===== src/rtl/gol_pkg.sv =====
// Shared types for the grid transmit path: default geometry, snapshot/row
// types and the transmitter state encoding.
package gol_pkg;

  localparam int DEF_ROWS = 8;
  localparam int DEF_COLS = 8;
  localparam int DEF_GENW = 16;
  localparam int GRID_W   = DEF_ROWS * DEF_COLS;

  typedef logic [GRID_W-1:0]   grid_t;
  typedef logic [DEF_COLS-1:0] row_t;

  typedef enum logic [0:0] {
    IDLE = 1'b0,
    SEND = 1'b1
  } tx_state_t;

endpackage : gol_pkg


===== src/rtl/grid_row_tx_hold.sv =====
// Single-entry snapshot register with a full flag; holds the next generation
// while the current one is still streaming.
module grid_hold_reg
  import gol_pkg::*;
#(
  parameter int W = GRID_W
) (
  input  logic         clk,
  input  logic         reset,
  input  logic         load,
  input  logic         clear,
  input  logic [W-1:0] d,
  output logic [W-1:0] q,
  output logic         full
);

  logic [W-1:0] data_q, data_d;
  logic         full_q, full_d;

  // Next-state for the slot; a load takes precedence over a clear.
  always_comb begin
    data_d = data_q;
    full_d = full_q;
    if (load) begin
      data_d = d;
      full_d = 1'b1;
    end else if (clear) begin
      data_d = {W{1'b0}};
      full_d = 1'b0;
    end else begin
      full_d = full_q;
    end
  end

  // Slot storage with asynchronous clear.
  always_ff @(posedge clk or negedge reset) begin
    if (!reset) begin
      data_q <= {W{1'b0}};
      full_q <= 1'b0;
    end else begin
      data_q <= data_d;
      full_q <= full_d;
    end
  end

  assign q    = data_q;
  assign full = full_q;

endmodule : grid_hold_reg


===== src/rtl/grid_row_tx.sv =====
// Serialises one grid snapshot per handshake into ROWS row-wide beats, with a
// one-deep pending slot so the next generation can be captured mid-frame.
module grid_row_tx
  import gol_pkg::*;
#(
  parameter int ROWS = DEF_ROWS,
  parameter int COLS = DEF_COLS,
  parameter int GENW = DEF_GENW
) (
  input  logic                     clk,
  input  logic                     reset,
  input  logic                     grid_valid,
  input  logic [ROWS*COLS-1:0]     grid,
  output logic                     grid_ready,
  output logic                     row_valid,
  output logic [COLS-1:0]          row_data,
  output logic [$clog2(ROWS)-1:0]  row_idx,
  output logic                     row_last,
  input  logic                     row_ready,
  output logic [GENW-1:0]          gen_count,
  output logic                     busy
);

  localparam int GW   = ROWS * COLS;
  localparam int IDXW = $clog2(ROWS);
  localparam logic [IDXW-1:0] LAST_IDX = IDXW'(ROWS - 1);

  tx_state_t         state_q, state_d;
  logic [GW-1:0]     active_q, active_d;
  logic [IDXW-1:0]   row_idx_q, row_idx_d;
  logic [GENW-1:0]   gen_q, gen_d;

  logic              pend_load_s;
  logic              pend_clear_s;
  logic              pend_full_s;
  logic [GW-1:0]     pend_data_s;

  logic              accept_s;
  logic              send_s;
  logic              beat_hs_s;
  logic              at_last_s;

  // grid_ready depends only on the pending flag, never on row_ready.
  assign accept_s  = grid_valid & ~pend_full_s;
  assign send_s    = (state_q == SEND);
  assign beat_hs_s = send_s & row_ready;
  assign at_last_s = (row_idx_q == LAST_IDX);

  grid_hold_reg #(
    .W (GW)
  ) u_pending (
    .clk   (clk),
    .reset (reset),
    .load  (pend_load_s),
    .clear (pend_clear_s),
    .d     (grid),
    .q     (pend_data_s),
    .full  (pend_full_s)
  );

  // Next-state, frame hand-over and pending-slot control.
  always_comb begin
    state_d      = state_q;
    active_d     = active_q;
    row_idx_d    = row_idx_q;
    gen_d        = gen_q;
    pend_load_s  = 1'b0;
    pend_clear_s = 1'b0;
    case (state_q)
      IDLE: begin
        if (accept_s) begin
          active_d  = grid;
          row_idx_d = {IDXW{1'b0}};
          state_d   = SEND;
        end else begin
          state_d   = IDLE;
        end
      end
      SEND: begin
        if (beat_hs_s && at_last_s) begin
          gen_d     = gen_q + GENW'(1);
          row_idx_d = {IDXW{1'b0}};
          // The pending slot is served first; a direct accept is only
          // possible here when the slot is empty.
          if (pend_full_s) begin
            active_d     = pend_data_s;
            pend_clear_s = 1'b1;
          end else if (accept_s) begin
            active_d = grid;
          end else begin
            state_d = IDLE;
          end
        end else begin
          if (beat_hs_s) begin
            row_idx_d = row_idx_q + IDXW'(1);
          end else begin
            row_idx_d = row_idx_q;
          end
          pend_load_s = accept_s;
        end
      end
      default: begin
        state_d   = IDLE;
        row_idx_d = {IDXW{1'b0}};
      end
    endcase
  end

  // Frame state registers with asynchronous clear.
  always_ff @(posedge clk or negedge reset) begin
    if (!reset) begin
      state_q   <= IDLE;
      active_q  <= {GW{1'b0}};
      row_idx_q <= {IDXW{1'b0}};
      gen_q     <= {GENW{1'b0}};
    end else begin
      state_q   <= state_d;
      active_q  <= active_d;
      row_idx_q <= row_idx_d;
      gen_q     <= gen_d;
    end
  end

  assign grid_ready = ~pend_full_s;
  assign row_valid  = send_s;
  assign row_data   = send_s ? active_q[row_idx_q*COLS +: COLS] : {COLS{1'b0}};
  assign row_idx    = row_idx_q;
  assign row_last   = send_s & at_last_s;
  assign gen_count  = gen_q;
  assign busy       = send_s | pend_full_s;

endmodule : grid_row_tx


===== config.mk =====
export PLATFORM = sky130hd
export DESIGN_NAME = grid_row_tx
export DESIGN_NICKNAME = d
export VERILOG_FILES = /design/src/rtl/gol_pkg.sv /design/src/rtl/grid_row_tx_hold.sv /design/src/rtl/grid_row_tx.sv
export SDC_FILE = /design/constraint.sdc
export NUM_CORES = 1
export LEC_CHECK = 0
export CORE_UTILIZATION = 55
export CTS_CLUSTER_SIZE = 25
export DETAILED_ROUTE_END_ITERATION = 10
export PLACE_DENSITY = 0.91
export SETUP_SLACK_MARGIN = 0.4
export SYNTH_ARGS = -nofsm -noshare
export SYNTH_HDL_FRONTEND = slang
export SYNTH_SLANG_ARGS = --single-unit

===== constraint.sdc =====
create_clock -name clk -period 2.58 [get_ports clk]
set_input_delay 0.516 -clock clk [delete_from_list [all_inputs] [get_ports clk]]
set_output_delay 0.516 -clock clk [all_outputs]
set_load 0.02 [all_outputs]

Word level (Yosys, flattened, before mapping)
Cells that the tools add are included.
{"block": "word_totals", "register_bits": 149, "latchBits": 0, "ram_bits": 0, "romBits": 0, "inputBits": 68, "out_inout_bits": 31, "elab_cells": 45, "memories": 0}
{"block": "op_classes", "add_sub_neg": 2, "n_mul": 0, "div_mod_pow": 0, "magnitude_cmp": 0, "n_eq_ne": 4, "n_shift": 1, "muxes": 22, "bitwise_logic": 6, "reduce_logical": 4}
{"op": "2-to-1 mux 64 bit", "n": 5}
{"op": "case mux 64 bit (2 select lines)", "n": 1}
{"op": "indexed part select 64 x 7 -> 8 bit", "n": 1}
{"op": "adder 16 x 1 -> 16 bit, second input constant", "n": 1}
{"op": "2-to-1 mux 1 bit", "n": 10}
{"op": "2-to-1 mux 3 bit", "n": 3}
{"op": "2-to-1 mux 8 bit", "n": 1}
{"op": "case mux 3 bit (2 select lines)", "n": 1}
{"op": "AND reduction 2 bit", "n": 2}
{"op": "adder 3 x 1 -> 3 bit, second input constant", "n": 1}
{"op": "bitwise AND 1 bit", "n": 3}
{"op": "== test 3 bit, second input constant", "n": 1}
{"op": "inequality test 3 x 1 -> 1 bit, second input constant", "n": 1}
{"op": "inequality test 2 x 1 -> 1 bit, second input constant", "n": 1}
{"op": "inequality test 2 bit, second input constant", "n": 1}
{"op": "inverter 1 bit", "n": 2}
{"op": "case mux 1 bit (2 select lines)", "n": 1}
{"op": "nonzero test 2 bit", "n": 1}
{"op": "logical AND 1 bit", "n": 1}
{"op": "OR 1 bit", "n": 1}

Longest topological paths before layout
{"block": "depth", "ltp_word": 6, "mapped_depth": 9, "ltp_nobuf": 6}

Cells and area by module
From an unflattened synthesis, not the netlist that was laid out.
{"block": "hier_totals", "cells_unflattened": 604, "area_unflattened_um2": 6595.1}
{"module": "grid_row_tx", "instances": 1, "cells_per_inst": 459, "area_each_um2": 4267.8, "seq_area_each_um2": 2102.0}
{"module": "grid_hold_reg", "instances": 1, "cells_per_inst": 145, "area_each_um2": 2327.2, "seq_area_each_um2": 1626.6}

Worst setup path before layout
No wires, ideal clock.
{"block": "synth_path", "path_type": "register to output", "from": "register row_idx_q[2], in the netlist row_idx[2]", "to": "output row_data[6]", "arrival_time_ps": 1594, "required_time_ps": 2064, "slack_ps": 470, "path_stages_with_launch": 6, "path_buffers": 2, "path_cell_list": "dfrtp_1 -> buf_2 -> buf_2 -> mux2_2 -> o22ai_1 -> nor3_1"}
{"block": "synth_via", "elab_chain_len": 2}
{"item": "start, declared", "line": "grid_row_tx.sv:30", "rtl": "logic [IDXW-1:0] row_idx_q, row_idx_d;"}
{"item": "start signal, assigned", "line": "grid_row_tx.sv:114", "rtl": "row_idx_q <= {IDXW{1'b0}};"}
{"item": "start signal, assigned", "line": "grid_row_tx.sv:119", "rtl": "row_idx_q <= row_idx_d;"}
{"item": "indexed part select 64 x 7 -> 8 bit", "line": "grid_row_tx.sv:126", "rtl": "assign row_data = send_s ? active_q[row_idx_q*COLS +: COLS] : {COLS{1'b0}};"}
{"item": "2-to-1 mux 8 bit", "line": "grid_row_tx.sv:126"}
{"item": "end, declared", "line": "grid_row_tx.sv:16", "rtl": "output logic [COLS-1:0] row_data,"}
No other way between the ends.

Worst setup path after layout
{"block": "layout_path", "from": "register row_idx_q[2], in the netlist row_idx[2]", "to": "output row_data[4]"}
Same word-level chain as after synthesis.

==> qor.log <==
[synth] Post-Synthesis Net Count 623
[grt] maximum number of pins on one net before global-route repair 93
[power] share of total power in sequential cells 35.3%
[setup_path] peak per-stage delay on the critical path 440 ps
[final_layout] commonest non-fill, non-tap cells in the layout sky130_fd_sc_hd__dfrtp_1, sky130_fd_sc_hd__clkdlybuf4s50_1, sky130_fd_sc_hd__a22oi_1, sky130_fd_sc_hd__a32o_1, sky130_fd_sc_hd__o2bb2ai_2
[synth] warning count from the yosys run 0
[sta] Rel. slew slack 66.2%
[final_layout] count of inserted antenna diode cells 0
[setup_path] CP bufs+invs 3
[grt] vias in the first global route 5566
[final_layout] register area 3730 um^2
[min_path] Tightest Hold Check Type in -> async
[routing] mean routed wirelength per cell 25.7 um
[floorplan] die extent in y 115 um
[sta] min cycle time layout 2520 ps
[routing] violation count after the first detailed-route iteration 817
[sta] final count of hold timing violations 0
[floorplan] die boundary width 115 um
[cts] clock latency at the later pin of the worst-skew pair 440 ps
[cts] TritonCTS clock tree yes
[sta] setup violators final 0
[final_layout] nets 710
[power] P_int 6790 uW
[final_layout] layout filler cell count 735
[power] share of total power consumed by net switching 37.6%
[routing] number of routed nets with antenna violations 0
[routing] post-route DRC violation count 0
[sta] transition time at the pin with the least slew margin 507 ps
[cts] count of hold-fix buffers inserted at cts 0
[synth] mean cell area of the mapped netlist 12.8 um^2
[power] cell leakage power 0.00377 uW
[setup_path] CP Capture Type output pin
[setup_path] type of element launching the critical path flop
[routing] number of vias in the routed layout 5716
[grt] GRT Util Overall 31.8%
[synth] leading post-synthesis cells by cell area sky130_fd_sc_hd__dfrtp_1, sky130_fd_sc_hd__a32o_1, sky130_fd_sc_hd__o2bb2ai_2
[final_layout] layout cell share with drive strength beyond 1 27.0%
[power] relative contribution of combinational cells to total power 42.0%
[sta] Pins Over Slew Limit 0
[synth] Most used DFF post-synth sky130_fd_sc_hd__dfrtp_1
[final_layout] synthesis-to-finish area growth 29.1%
[floorplan] number of standard-cell rows in the floorplan 41
[setup_path] Max FO, Critical Path 9
[setup_path] sequence of cells on the critical path buf_12, buf_16, and2_2, a211oi_4, nor3_2, buf_4
[setup_path] cell family with most CP delay buffers and inverters
[cts] CTS H-Tree Depth 4
[setup_path] worst path required time 2060 ps
[power] Cell Pwr Density 1190 nW/um^2
[setup_path] master of the slowest instance on the critical path sky130_fd_sc_hd__dfrtp_2
[routing] final WL 21.2 mm
[placement] placed cell count 779
[sta] final period utilization 97.7%
[flow_run] max capacitance violation total 0
[cts] CTS Root Buffer Type sky130_fd_sc_hd__clkbuf_16
[grt] number of antenna violations at the first check in global routing 0
[synth] number of flops mapped to enable cells by yosys 0
[sta] min setup slack post-route 59.7 ps
[cts] TritonCTS Buffers 17
[setup_path] Crit path arrival time 2000 ps
[final_layout] Non-Filler Instances 824
[grt] first-pass GRT wire length 31.1 mm
[synth] synthesized area 7060 um^2
[power] power spent charging and discharging nets 4090 uW
[final_layout] Multi-input gate area 3230 um^2
[synth] cells after synthesis 552
[power] highest ir drop seen on vdd 798 uV
[floorplan] initial core utilization 56.1%
[placement] Final HPWL DP 11.5 mm
[power] share of total power in the clock network 22.7%
[cts] Sink Count 149
[power] total power of the final layout 10900 uW
[outcome] result of the run finished clean
[floorplan] area of the core 12600 um^2
[routing] ratio of routed vias to standard cells 6.94
[sta] highest attainable clock frequency 0.397 GHz
[placement] final weighted congestion in routability-driven placement 0.937
[synth] Async S/R FF share, synth 100%
[synth] library cells used by synthesis 38
[synth] area leader, netlist sky130_fd_sc_hd__dfrtp_1
[sta] unrepaired setup endpoints after global routing true
[grt] gr ovfl total 0
[floorplan] ports placed on the boundary 99
[final_layout] utilization of the core after routing 72.5%
[sta] maximum clock skew at final layout 10.2 ps
[placement] total of buffers placed on input and output ports 98
[cts] post-CTS clock slew at the launch and capture registers of the worst setup and hold paths 70 ps
[placement] pre-CTS setup slack 76.8 ps
[floorplan] overall die area 13300 um^2
[synth] Yosys reg bits 149
[setup_path] path type of the worst setup path reg -> out
[routing] Detailed Routing Iterations Pass 1 5
[sta] Fin Setup TNS 0 ps
[cts] Max clock buf depth 2
[synth] share of the yosys chip area belonging to registers 52.8%
[final_layout] most common library cell in the layout ignoring fill and taps sky130_fd_sc_hd__dfrtp_1
[synth] top cell type's share of synthesized area 52.8%
flip-flops by register name, summed over array words and instances (netlist names):
name and cells:
u_pending.q 64, gen_count 16, row_idx 3, active_q 64
row_valid 1, u_pending.full 1
cells in the mapped netlist (10+ instances only):
cell type and instances:
sky130_fd_sc_hd__a22oi_1 64, sky130_fd_sc_hd__a32o_1 64, sky130_fd_sc_hd__and2_1 12, sky130_fd_sc_hd__buf_2 23
sky130_fd_sc_hd__buf_6 12, sky130_fd_sc_hd__clkbuf_1 19, sky130_fd_sc_hd__dfrtp_1 149, sky130_fd_sc_hd__mux2_2 18
sky130_fd_sc_hd__mux2i_1 11, sky130_fd_sc_hd__nand2_1 28, sky130_fd_sc_hd__nor3_1 10, sky130_fd_sc_hd__o2bb2ai_1 24
sky130_fd_sc_hd__o2bb2ai_2 40
power by group through the flow:
stage / Sequential [uW] / Combinational, uW / Clock, uW
2_1_floorplan: 3580 / 2520 / 0
3_3_place_gp: 3700 / 3440 / 0
3_5_place_dp: 3740 / 3600 / 0
4_1_cts: 3760 / 4100 / 2460
5_1_grt: 3890 / 4820 / 2590
6_report: 3840 / 4570 / 2470
final cells by class:
cell class              instances  share of cell area (%)
inverters                       3                   0.206
repair buffers                128                    14.6
clock inverters                13                    1.46
multi-input cells             340                    35.4
flip-flops and latches        149                    41.0
clock buffers                  19                    4.97
well taps                     172                    2.36
final timing paths:
kind	from	endpoint	slack, ps	depth (start not counted)
hold reg to reg	gen_count[15]	gen_count[15]	480	1
setup / recovery	row_idx[2]	row_data[4]	60	6
setup reg to reg	row_idx[2]	active_q[30]	460	8
hold / removal	reset	active_q[22]	20	1
max in group asynchronous	reset	u_pending.q[40]	1870	2
min in group clk	gen_count[15]	gen_count[15]	480	1
metal layers:
metal	share of wire, %	global-route usage [%]	up-vias
met1	37	40.0	2876
met5	0	0	-
li1	-	-	2364
met2	49	51.0	377
met3	8.4	7.85	99
met4	5.8	17.1	0
through the flow:
| step | cell area, um^2 | hold WS [ps] |
|---|---|---|
| floorplan | 7060 | 220 |
| global placement | 8120 | 458 |
| detailed placement | 8120 | 469 |
| CTS | 8990 | 47.0 |
| global route | 9110 | 53.8 |
| finish | 9110 | 16.9 |
cell families (layout without fill, tap and decap cells):
group,Yosys count,in the layout,synth area share [%]
DFF,149,149,52.8
xor gates and xnor gates,15,15,1.86
adders and majority gates,3,3,0.532
muxes,29,29,4.43
buffers and inverters,63,163,5.16
AOI/OAI and AO/OA,213,213,29.4
and+or+nand+nor,80,80,5.76
repair_timing:
item                       in CTS  in global routing
gates resized for setup        94                 25
gates cloned                    3                  0
setup endpoints to repair      55                 15
pin swaps                       7                  8
setup buffers                   6                  4
Power figures use the tool's default switching activity.
